===== src/rtl/unidade_controle.sv =====
`default_nettype none
// ============================================================================
// Module   : unidade_controle
// Purpose  : Multi-cycle control unit for a small RV64I subset:
//            add, sub, addi, ld, sd, beq, jal, jalr and auipc.
//            It owns the program counter and the instruction register, and
//            drives the register-bank, ALU and data-memory controls.
// Ports    : clk, rst_n (synchronous, active low)
//            instr   - instruction memory output, valid in DECOD
//            imm     - immediate chosen externally through sel_imm
//            doutULA - ALU result, zero - doutULA == 0
//            endr    - instruction memory address (pc[8:2]); pc - current pc
//            Ra/Rb/Rw, WeR, WeM - register bank / data memory controls
//            soma_ou_subtrai, subtraindo, imediato, sel_imm, sel_dinR - datapath
//            dado_pc - link / auipc value; erro - trapped; estado - FSM debug
// Revision : 1.0 - initial release
// ============================================================================
module unidade_controle (
    input  logic        clk,
    input  logic        rst_n,
    input  logic [31:0] instr,
    input  logic [63:0] imm,
    input  logic [63:0] doutULA,
    input  logic        zero,
    output logic [6:0]  endr,
    output logic [63:0] pc,
    output logic [4:0]  Ra,
    output logic [4:0]  Rb,
    output logic [4:0]  Rw,
    output logic        WeR,
    output logic        WeM,
    output logic        soma_ou_subtrai,
    output logic        subtraindo,
    output logic        imediato,
    output logic [2:0]  sel_imm,
    output logic [1:0]  sel_dinR,
    output logic [63:0] dado_pc,
    output logic        erro,
    output logic [2:0]  estado
);

    // FSM encoding (also visible on the estado debug port)
    localparam logic [2:0] c_BUSCA   = 3'd0;
    localparam logic [2:0] c_DECOD   = 3'd1;
    localparam logic [2:0] c_EXEC    = 3'd2;
    localparam logic [2:0] c_MEM     = 3'd3;
    localparam logic [2:0] c_ESCRITA = 3'd4;
    localparam logic [2:0] c_ERRO    = 3'd5;

    // One-hot positions of the decoded instruction class
    localparam int c_D_ADD   = 0;
    localparam int c_D_SUB   = 1;
    localparam int c_D_ADDI  = 2;
    localparam int c_D_LD    = 3;
    localparam int c_D_SD    = 4;
    localparam int c_D_BEQ   = 5;
    localparam int c_D_JAL   = 6;
    localparam int c_D_JALR  = 7;
    localparam int c_D_AUIPC = 8;

    // Full decode (opcode + funct3 + funct7). An all-zero result means the
    // word is outside the supported set, which is how DECOD spots illegal
    // instructions using the very same table that later drives the datapath.
    function automatic logic [8:0] f_decode(input logic [31:0] w);
        logic [8:0] d;
        d = 9'd0;
        d[c_D_ADD]   = (w[6:0] == 7'b0110011) && (w[14:12] == 3'b000) && (w[31:25] == 7'b0000000);
        d[c_D_SUB]   = (w[6:0] == 7'b0110011) && (w[14:12] == 3'b000) && (w[31:25] == 7'b0100000);
        d[c_D_ADDI]  = (w[6:0] == 7'b0010011) && (w[14:12] == 3'b000);
        d[c_D_LD]    = (w[6:0] == 7'b0000011) && (w[14:12] == 3'b011);
        d[c_D_SD]    = (w[6:0] == 7'b0100011) && (w[14:12] == 3'b011);
        d[c_D_BEQ]   = (w[6:0] == 7'b1100011) && (w[14:12] == 3'b000);
        d[c_D_JAL]   = (w[6:0] == 7'b1101111);
        d[c_D_JALR]  = (w[6:0] == 7'b1100111) && (w[14:12] == 3'b000);
        d[c_D_AUIPC] = (w[6:0] == 7'b0010111);
        return d;
    endfunction

    logic [2:0]  r_state;
    logic [2:0]  w_next_state;
    logic [63:0] r_pc;
    logic [31:0] r_ir;
    logic [63:0] r_npc;       // next pc captured in EXEC, committed later
    logic [8:0]  w_dec;
    logic [63:0] w_pc_plus4;
    logic [63:0] w_pc_imm;
    logic [63:0] w_npc_calc;
    logic        w_misalign;
    logic        w_active;
    logic        w_pc_we;
    logic [63:0] w_pc_next;

    // Everything after DECOD is decoded from the latched IR only
    assign w_dec      = f_decode(r_ir);
    assign w_pc_plus4 = r_pc + 64'd4;
    assign w_pc_imm   = r_pc + imm;
    assign w_misalign = |w_npc_calc[1:0];
    assign w_active   = (r_state == c_EXEC) || (r_state == c_MEM) || (r_state == c_ESCRITA);

    assign endr   = r_pc[8:2];
    assign pc     = r_pc;
    assign Ra     = r_ir[19:15];
    assign Rb     = r_ir[24:20];
    assign Rw     = r_ir[11:7];
    assign estado = r_state;

    // Next-pc candidate; only meaningful while in EXEC (imm/doutULA/zero
    // are driven for the current instruction there)
    always_comb begin
        w_npc_calc = w_pc_plus4;
        if (w_dec[c_D_JAL] || (w_dec[c_D_BEQ] && zero)) begin
            w_npc_calc = w_pc_imm;
        end
        if (w_dec[c_D_JALR]) begin
            w_npc_calc = doutULA & ~64'd1;
        end
    end

    // Next state and all control outputs
    always_comb begin
        w_next_state    = r_state;
        w_pc_we         = 1'b0;
        w_pc_next       = r_npc;
        soma_ou_subtrai = w_active;
        subtraindo      = w_active && (w_dec[c_D_SUB] || w_dec[c_D_BEQ]);
        imediato        = w_active && (w_dec[c_D_ADDI] || w_dec[c_D_LD] ||
                                       w_dec[c_D_SD]   || w_dec[c_D_JALR]);
        sel_imm         = 3'd0;
        sel_dinR        = 2'd0;
        dado_pc         = w_dec[c_D_AUIPC] ? w_pc_imm : w_pc_plus4;
        erro            = (r_state == c_ERRO);
        // Write enables are gated by rst_n so a reset landing in ESCRITA or
        // MEM can never leak a write into the register bank or memory
        WeR             = rst_n && (r_state == c_ESCRITA) && (r_ir[11:7] != 5'd0);
        WeM             = rst_n && (r_state == c_MEM) && w_dec[c_D_SD];

        if (w_dec[c_D_SD]) begin
            sel_imm = 3'd1;
        end else if (w_dec[c_D_BEQ]) begin
            sel_imm = 3'd2;
        end else if (w_dec[c_D_JAL]) begin
            sel_imm = 3'd3;
        end else if (w_dec[c_D_AUIPC]) begin
            sel_imm = 3'd4;
        end

        if (w_dec[c_D_LD]) begin
            sel_dinR = 2'd1;
        end else if (w_dec[c_D_JAL] || w_dec[c_D_JALR] || w_dec[c_D_AUIPC]) begin
            sel_dinR = 2'd2;
        end

        case (r_state)
            c_BUSCA: w_next_state = c_DECOD;
            c_DECOD: w_next_state = (|f_decode(instr)) ? c_EXEC : c_ERRO;
            c_EXEC: begin
                // A misaligned target traps before any pc or register update
                if (w_misalign) begin
                    w_next_state = c_ERRO;
                end else if (w_dec[c_D_BEQ]) begin
                    w_next_state = c_BUSCA;
                    w_pc_we      = 1'b1;
                    w_pc_next    = w_npc_calc;
                end else if (w_dec[c_D_LD] || w_dec[c_D_SD]) begin
                    w_next_state = c_MEM;
                end else begin
                    w_next_state = c_ESCRITA;
                end
            end
            c_MEM: begin
                if (w_dec[c_D_LD]) begin
                    w_next_state = c_ESCRITA;
                end else begin
                    w_next_state = c_BUSCA;
                    w_pc_we      = 1'b1;
                end
            end
            c_ESCRITA: begin
                w_next_state = c_BUSCA;
                w_pc_we      = 1'b1;
            end
            c_ERRO:  w_next_state = c_ERRO;
            default: w_next_state = c_ERRO;
        endcase
    end

    always_ff @(posedge clk) begin
        if (!rst_n) begin
            r_state <= c_BUSCA;
            r_pc    <= 64'd0;
            r_ir    <= 32'd0;
            r_npc   <= 64'd0;
        end else begin
            r_state <= w_next_state;
            if (r_state == c_DECOD) begin
                r_ir <= instr;
            end
            if (r_state == c_EXEC) begin
                r_npc <= w_npc_calc;
            end
            if (w_pc_we) begin
                r_pc <= w_pc_next;
            end
        end
    end

endmodule
`default_nettype wire


===== config.mk =====
export PLATFORM = sky130hd
export DESIGN_NAME = unidade_controle
export DESIGN_NICKNAME = d
export VERILOG_FILES = /design/src/rtl/unidade_controle.sv
export SDC_FILE = /design/constraint.sdc
export NUM_CORES = 1
export LEC_CHECK = 0
export CAP_MARGIN = 20
export CELL_PAD_IN_SITES_DETAIL_PLACEMENT = 2
export CELL_PAD_IN_SITES_GLOBAL_PLACEMENT = 2
export CORE_MARGIN = 2
export CORE_UTILIZATION = 38
export DETAILED_ROUTE_END_ITERATION = 10
export DONT_BUFFER_PORTS = 1
export HOLD_SLACK_MARGIN = 0.08
export PLACE_DENSITY_LB_ADDON = 0.1
export SLEW_MARGIN = 25
export SYNTH_ARGS = -nofsm -noshare
export SYNTH_HDL_FRONTEND = slang
export SYNTH_SLANG_ARGS = --single-unit

===== constraint.sdc =====
create_clock -name clk -period 16.8 [get_ports clk]
set_input_delay 5.04 -clock clk [delete_from_list [all_inputs] [get_ports clk]]
set_output_delay 5.04 -clock clk [all_outputs]
set_load 0.01 [all_outputs]

==> flow_summary.toml, run 1 <==
[synthesis]
synthFlopType = "dfxtp_1"
synthCells = 1992
synthTopCellsByArea = "dfxtp_1 24%, nand2_1 9.7%, a21oi_1 9.6%"
netlist_area_mm2 = 0.0138
yosysTopAreaCell = "dfxtp_1"
synth_edf_count = 0
seq_area_frac_synth_pct = 23.6
syn_area_per_cell_um2 = 6.94
synth_nets = 2220
yosysTopAreaCellShare_pct = 23.6
synth.distinct_cells = 79
synth_seq_cells = 163
async_reset_ff_share_pct = 0
ys_warn_count = 0

[clock_network]
holdBufCountCts = 0
htreeDepth = 4
cts_sinks = 163
tritoncts = "built"
cts_resized = 0
cts_made_buffers = 17
ctsRootBufferMaster = "clkbuf_16"
insertion_delay_ns = 0.47
clk_pin_slew_worst_paths_ns = 0.07
postCtsSetupBuffers = 0
cts_max_path_buffers = 2

[critical_path]
start_kind = "primary input"
rr_startpoint = "pc[0]"
r2r_setup_slack_ns = 12.36
reg2reg_depth = 12
crit_path_max_fanout = 4
critical_path.endpoint = "dado_pc[60]"
rr_endpoint = "r_npc[50]"
crit_start = "imm[0]"
arrival_ns = 8.74
end_kind = "primary output"
cp_data_required_time_ns = 11.76
critical_path_class = "in2out"

[timing]
timing.setup.tns_ns = 0
finalHoldViolations = 0
rsz0062_at_grt = "no"
fin_skew_ns = 0.0116
slew_headroom_pct = 31.1
finalSetupViolCount = 0
drv_slew = 0
hold_ws_ns = 0.461
clock.fmax_ghz = 0.0726
fin_crit_ns = 13.78
worst_pin_slew_ns = 1.03
layout_setup_ws_ns = 3.02
finalCritPeriodShare_pct = 82.0

[routing]
dr_total_vias = 15100
post_drt_wl_per_cell_um = 27.3
dr.pass1.iters = 5
ant_nets = 0
vias_per_cell = 6.40
post-route-drc-count = 0
routed_wl_um = 64400
dr.first_iter.drc_count = 851

[global_route]
grt_max_degree = 71
antenna_found_initial = 6
grt-ovfl-total = 0
track_usage_pct = 33.4
grt_pass1_vias = 16100
grt_pass1_wl_um = 97800

[die]
row_count = 69
pin_count = 327
initial_utilization_pct = 38.8
fp.dieW_um = 195
die_area_mm2 = 0.0379
die_y_um = 195
fp.coreArea_mm2 = 0.0357

[final_layout]
syn_to_final_growth_pct = 4.08
drive_gt1_share_pct = 4.60
nets = 2107

[placed_design]
portBuffers = 0
routabilityCongestion = 0.914
post-dp-hpwl_um = 46900
pre_cts_ws_ns = 3.11

[run]
max_cap_violations = 0

[power]
vdd_ir_drop_max_v = 0.0000798
power_leakage_uw = 0.00560
power_density_mw_per_mm2 = 62.3

[status]
outcome = "completed"

[hold_path]
hp-class = "reg2reg"
-- cells by family after synthesis --
logic type	count (synthesis)	share of synthesized area [%]
AO/OA/AOI/OAI	622	28.2
XOR/XNOR	118	7.48
adder cells (fa/ha/maj)	65	5.94
buffers and inverters	191	6.93
flip-flops	163	23.6
multiplexers	25	1.82
AND/OR/NAND/NOR	808	26.1
-- stage by stage --
step	area (um^2)	instances	util, %	total power (uW)
2_1_floorplan	13800	1992	-	483
3_3_place_gp	13800	2321	38.8	499
3_5_place_dp	13800	2321	38.8	503
4_1_cts	14400	2352	40.3	902
5_1_grt	14400	2354	40.3	928
6_report	14400	2355	40.4	897
-- metal layers --
layer	global-route usage [%]	share of wire, %	up-vias	wire (um)
li1	-	-	6904	-
met1	41.9	43	7625	27800
met2	56.0	47	464	30200
met3	8.10	7.3	85	4680
met4	10.9	2.6	4	1700
met5	0	0.047	-	30
-- layout by cell type, fill, tap and decap left out, drive strengths merged, types with 5 or more instances in the layout --
| cell | Yosys | routed |
|---|---|---|
| a211o | 5 | 5 |
| a211oi | 55 | 55 |
| a21boi | 5 | 5 |
| a21o | 41 | 41 |
| a21oi | 266 | 266 |
| a221oi | 11 | 11 |
| a311oi | 16 | 16 |
| a31oi | 21 | 21 |
| and2 | 5 | 5 |
| and3 | 53 | 53 |
| and4 | 10 | 10 |
| buf | 37 | 22 |
| clkbuf | 115 | 19 |
| dfxtp | 163 | 163 |
| ha | 64 | 64 |
| inv | 36 | 43 |
| mux2i | 24 | 24 |
| nand2 | 361 | 361 |
| nand2b | 7 | 7 |
| nand3 | 70 | 70 |
| nand4 | 37 | 37 |
| nor2 | 189 | 189 |
| nor2b | 6 | 6 |
| nor3 | 30 | 30 |
| nor4 | 14 | 14 |
| o211ai | 14 | 14 |
| o21a | 12 | 12 |
| o21ai | 103 | 103 |
| o21bai | 16 | 16 |
| o221ai | 6 | 6 |
| o31ai | 6 | 6 |
| or2 | 5 | 5 |
| or3 | 14 | 14 |
| xnor2 | 66 | 66 |
| xor2 | 52 | 52 |
-- sequential cells by signal, summed over array words and instances, names as in the netlist --
signal,cells
pc,64
r_npc,64
r_ir,32
estado,3
-- worst min path at each step --
stage / startpoint / end / slack [ns] / depth (start not counted)
floorplan: r_npc[43] / r_npc[43] / 0.43 / 2
global placement: r_npc[43] / r_npc[43] / 0.44 / 2
detailed placement: r_ir[30] / r_ir[30] / 0.45 / 2
CTS: r_ir[30] / r_ir[30] / 0.46 / 2
global route: r_ir[31] / r_ir[31] / 0.49 / 2
finish: r_ir[30] / r_ir[30] / 0.46 / 2
-- synth_stat cells, types with 37 or more instances --
| library cell | n |
|---|---|
| nand2_1 | 359 |
| a21oi_1 | 265 |
| nor2_1 | 189 |
| dfxtp_1 | 163 |
| clkbuf_1 | 103 |
| o21ai_0 | 99 |
| nand3_1 | 70 |
| xnor2_1 | 66 |
| ha_1 | 64 |
| a211oi_1 | 55 |
| and3_1 | 53 |
| xor2_1 | 52 |
| a21o_1 | 38 |
| nand4_1 | 37 |
-- power breakdown --
group / leakage, uW / total (uW) / internal, uW / switching, uW
Clock: 0.000266 / 402 / 199 / 203
Combinational: 0.00402 / 93.4 / 28.1 / 65.3
Sequential: 0.00132 / 402 / 393 / 9.17
Total: 0.00560 / 897 / 619 / 278
-- layout make-up --
type / count / area, um^2
tap: 461 / 577
multi-input combinational: 1638 / 9680
antenna: 3 / 7.51
clock buffer: 19 / 443
timing repair buffer: 22 / 165
fill: 4336 / 21300
inverter: 37 / 140
sequential: 163 / 3260
clock inverter: 12 / 114
-- worst max-delay path, stage by stage --
cell and delay (ns):
ha_1 0.22, fa_1 0.45, a211oi_1 0.31, o21bai_1 0.22
o2111ai_1 0.39, and4_1 0.30, or3_1 0.26, o31ai_2 0.09
buf_4 0.16, a311oi_1 0.62, o21bai_1 0.17, xnor2_1 0.18
a21oi_1 0.32
(Power assumes the default switching activity.)
==> run 2, diff against run 1 <==
CORE_UTILIZATION = 32   (was 38)
clock period = 12.5 ns   (was 16.8 ns; I/O delays follow)
==> flow_summary.toml, run 2 (same netlist as run 1, synthesis figures left out) <==
[status]
outcome = "completed"

[global_route]
antenna_found_initial = 2
grt_max_degree = 71
grt-ovfl-total = 0
track_usage_pct = 29.5
grt_pass1_vias = 15700
grt_pass1_wl_um = 99400

[routing]
post-route-drc-count = 0
vias_per_cell = 6.02
dr.pass1.iters = 5
routed_wl_um = 66400
dr_total_vias = 14900
ant_nets = 0
post_drt_wl_per_cell_um = 26.8
dr.first_iter.drc_count = 780

[clock_network]
holdBufCountCts = 0
cts_resized = 0
insertion_delay_ns = 0.51
ctsRootBufferMaster = "clkbuf_16"
clk_pin_slew_worst_paths_ns = 0.07
htreeDepth = 4
tritoncts = "built"
cts_max_path_buffers = 2
cts_sinks = 163
postCtsSetupBuffers = 0
cts_made_buffers = 17

[critical_path]
cpPeakStageDelay_ns = 0.77
crit_path_max_fanout = 4
start_kind = "primary input"
critical_path.top_delay_family = "compound AO/OA/AOI/OAI gates"
end_kind = "primary output"
cp_data_required_time_ns = 8.75
path_cells = "ha_1 -> fa_1 -> a211oi_1 -> o21bai_1 -> o2111ai_1 -> and4_1 -> or3_1 -> o31ai_2 -> buf_4 -> a311oi_1 -> o21bai_1 -> xnor2_1 -> a21oi_1"
critical_path_class = "in2out"
slowest_stage = "a311oi_1"
crit_path_frequent_cell = "o21bai_1"
cp_num_buf_inv = 1
arrival_ns = 7.52

[timing]
layout_setup_ws_ns = 1.23
drv_slew = 0
finalCritPeriodShare_pct = 90.1
finalSetupViolCount = 0
worst_pin_slew_ns = 1.03
slew_headroom_pct = 31.1
finalHoldViolations = 0
timing.setup.tns_ns = 0
fin_skew_ns = 0.0139
clock.fmax_ghz = 0.0887
fin_crit_ns = 11.27
rsz0062_at_grt = "no"

[die]
fp.dieW_um = 212
fp.coreArea_mm2 = 0.0429
die_area_mm2 = 0.0449
die_y_um = 212
initial_utilization_pct = 32.2
pin_count = 327
row_count = 76

[placed_design]
pre_cts_ws_ns = 1.33
dpl.cell_count = 2444
routabilityCongestion = 0.871
portBuffers = 0
post-dp-hpwl_um = 48400

[final_layout]
n_fill_cell = 5127
nets = 2107
drive_gt1_share_pct = 4.86
final_common_cell = "nand2_1"
syn_to_final_growth_pct = 5.77
final_cell_mix = "359 x nand2_1, 265 x a21oi_1, 188 x nor2_1"
layout.cells.non_filler = 2478
regArea_mm2 = 0.00326
multiInputGateArea_mm2 = 0.00969

[hold_path]
hp-class = "reg2reg"

[power]
p_sw_uw = 398
swShare_pct = 31.8
pwr-share-clk_pct = 46.8
internal-power_uw = 854
pwr-share-comb_pct = 10.0
vdd_ir_drop_max_v = 0.0000818
pwr-share-seq_pct = 43.2
power_leakage_uw = 0.00564
power_density_mw_per_mm2 = 85.6

[run]
max_cap_violations = 0
[run 2: cell count changes in the layout (fill, tap and decap cells not counted), sizes merged]
cell	before	now
inv	43	44
diode	3	1
clkbuf	19	17
clkinv	3	7
clkinvlp	3	0
bufinv	0	1
[run 2: stage by stage]
step | power [uW] | utilization (%) | hold WS (ns) | area (um^2)
after floorplan | 649 | - | 0.432 | 13800
after global placement | 673 | 32.6 | 0.441 | 14000
after detailed placement | 677 | 32.6 | 0.452 | 14000
after CTS | 1270 | 34.0 | 0.467 | 14600
after global routing | 1300 | 34.1 | 0.498 | 14600
final | 1250 | 34.1 | 0.465 | 14600
[run 2: path summary, 6_finish.rpt]
check        slack (ns)  depth (start not counted)     endpoint      from
max                1.23                         13  dado_pc[60]    imm[0]
min                0.46                          2     r_ir[27]  r_ir[27]
max reg2reg        7.98                         11       pc[25]   r_ir[5]
min reg2reg        0.46                          2     r_ir[27]  r_ir[27]
[run 2: area by class of cell]
class / instances / area share [%]
antenna: 1 / 0.0171
sequential: 163 / 22.3
timing repair buffer: 22 / 1.22
inverter: 37 / 0.958
clock inverter: 15 / 1.30
multi-input combinational: 1638 / 66.3
clock buffer: 17 / 2.91
tap: 585 / 5.01
[run 2: tightest hold or removal path, delay by kind of cell, from the launching register on]
family / cells / cell delay (ns)
simple gates: 1 / 0.05
flops: 1 / 0.31
compound gates: 1 / 0.06
[run 2: metal layers]
layer	up-vias	share of wire, %	wire length (um)	track usage [%]
met4	2	2.5	1670	9.18
li1	6903	-	-	-
met1	7581	45	29700	37.3
met3	79	4.7	3150	6.07
met5	-	0.020	13	0
met2	348	48	31800	50.1
[run 2: power groups by stage]
stage                     logic (uW)  clock network, uW  registers (uW)
final                            125                586             540
after global routing             139                620             542
after CTS                        126                602             540
after detailed placement         125                  0             553
after global placement           121                  0             552
after floorplan                  102                  0             547
==> run 3, diff against run 2 <==
CTS_BUF_LIST = sky130_fd_sc_hd__clkbuf_16   (was unset)
clock period = 9.9 ns   (was 12.5 ns; I/O delays follow)
==> flow_summary.toml, run 3 (same netlist as run 1, synthesis figures left out) <==
[clock_network]
holdBufCountCts = 0
cts_resized = 0
clk_pin_slew_worst_paths_ns = 0.07
cts_made_buffers = 17
postCtsSetupBuffers = 0
htreeDepth = 4
insertion_delay_ns = 0.51
tritoncts = "built"
ctsRootBufferMaster = "clkbuf_16"
cts_max_path_buffers = 2
cts_sinks = 163

[critical_path]
start_kind = "primary input"
cp_data_required_time_ns = 6.93
end_kind = "primary output"
crit_path_max_fanout = 4
slowest_stage = "fa_1"
arrival_ns = 6.47
r2r_setup_slack_ns = 5.41
critical_path_class = "in2out"
path_cells = "ha_1 -> fa_1 -> a211oi_1 -> o21bai_1 -> o2111ai_1 -> a211oi_1 -> o211ai_1 -> a21boi_0 -> nor2_1 -> xnor2_1 -> nor2_1 -> a21oi_1"
cpPeakStageDelay_ns = 0.45
critical_path.top_delay_family = "compound AO/OA/AOI/OAI gates"
cp_num_buf_inv = 0

[die]
pin_count = 327
row_count = 76
die_area_mm2 = 0.0449
fp.dieW_um = 212
die_y_um = 212
fp.coreArea_mm2 = 0.0429
initial_utilization_pct = 32.2

[global_route]
grt-ovfl-total = 0
track_usage_pct = 29.6
antenna_found_initial = 4
grt_pass1_wl_um = 99800
grt_pass1_vias = 16000
grt_max_degree = 76

[placed_design]
routabilityCongestion = 0.873
post-dp-hpwl_um = 48400
pre_cts_ws_ns = 0.519
portBuffers = 0

[timing]
worst_pin_slew_ns = 1.08
drv_slew = 0
finalCritPeriodShare_pct = 95.4
slew_headroom_pct = 27.3
finalSetupViolCount = 0
clock.fmax_ghz = 0.106
fin_skew_ns = 0.0151
timing.setup.tns_ns = 0
layout_setup_ws_ns = 0.458
finalHoldViolations = 0
rsz0062_at_grt = "no"
fin_crit_ns = 9.44

[final_layout]
nets = 2110
final_cell_mix = "359 x nand2_1, 265 x a21oi_1, 188 x nor2_1"
drive_gt1_share_pct = 4.81
syn_to_final_growth_pct = 5.70
final_common_cell = "nand2_1"
n_fill_cell = 5116

[routing]
dr.first_iter.drc_count = 816
post-route-drc-count = 0
ant_nets = 0
vias_per_cell = 6.04
dr.pass1.iters = 5
routed_wl_um = 66800
dr_total_vias = 15000
post_drt_wl_per_cell_um = 26.9

[power]
pwr-share-comb_pct = 10.2
power_leakage_uw = 0.00564
power_density_mw_per_mm2 = 107
p_sw_uw = 456
vdd_ir_drop_max_v = 0.0000799
swShare_pct = 29.2
internal-power_uw = 1110
pwr-share-seq_pct = 43.7
pwr-share-clk_pct = 46.1

[run]
max_cap_violations = 0

[hold_path]
hp-class = "reg2reg"

[status]
outcome = "completed"
[run 3: changes by cell type in the layout (fill, tap and decap cells not counted), sizes merged]
cell,before,now
bufinv,1,3
clkinv,7,5
clkinvlp,0,3
inv,44,39
diode,1,2
buf,22,25
[run 3: final cells by class]
type,count,area (um^2),share of cell area (%)
Timing Repair Buffer,25,200,1.37
Tap cell,585,732,5.01
Clock inverter,13,161,1.10
Clock buffer,17,425,2.91
Multi-Input combinational cell,1638,9680,66.3
Sequential cell,163,3260,22.3
Antenna cell,2,5.00,0.0343
Inverter,37,140,0.959
[run 3: power by group through the flow]
| stage | clock network [uW] | logic (uW) | registers, uW |
|---|---|---|---|
| after floorplan | 0 | 129 | 690 |
| after global placement | 0 | 153 | 697 |
| after detailed placement | 0 | 158 | 698 |
| after CTS | 745 | 159 | 683 |
| after global routing | 766 | 175 | 685 |
| final | 721 | 159 | 683 |
[run 3: worst register-to-register path: cells and delay by family, from the launching register on]
family / cells / cell delay (ns)
buffers and inverters: 1 / 0.52
AOI/OAI and AO/OA: 4 / 1.55
and+or+nand+nor: 4 / 1.01
DFF: 1 / 0.47
muxes: 2 / 0.86
[run 3: final timing paths]
check / startpoint / to / cells past startpoint
worst max-delay path: imm[0] / dado_pc[42] / 12
worst min register to register: r_ir[27] / r_ir[27] / 2
worst max register to register: r_ir[5] / pc[23] / 11
worst min-delay path: r_ir[27] / r_ir[27] / 2
[run 3: layer usage]
metal | share of wire, % | vias up | global-route usage, % | routed length, um
met5 | 0.060 | - | 0 | 40
met2 | 47 | 380 | 50.0 | 31700
met3 | 5.3 | 106 | 6.79 | 3560
li1 | - | 6908 | - | -
met4 | 3.1 | 6 | 11.0 | 2070
met1 | 44 | 7578 | 36.6 | 29400
[run 3: stage by stage]
step / power (uW) / hold slack (ns) / utilization, % / instances / cell area [um^2]
global placement: 850 / 0.441 / 32.6 / 2447 / 14000
CTS: 1590 / 0.462 / 34.0 / 2477 / 14600
finish: 1560 / 0.459 / 34.1 / 2480 / 14600
detailed placement: 856 / 0.453 / 32.6 / 2447 / 14000
floorplan: 819 / 0.432 / - / 1992 / 13800
global route: 1630 / 0.485 / 34.1 / 2479 / 14600
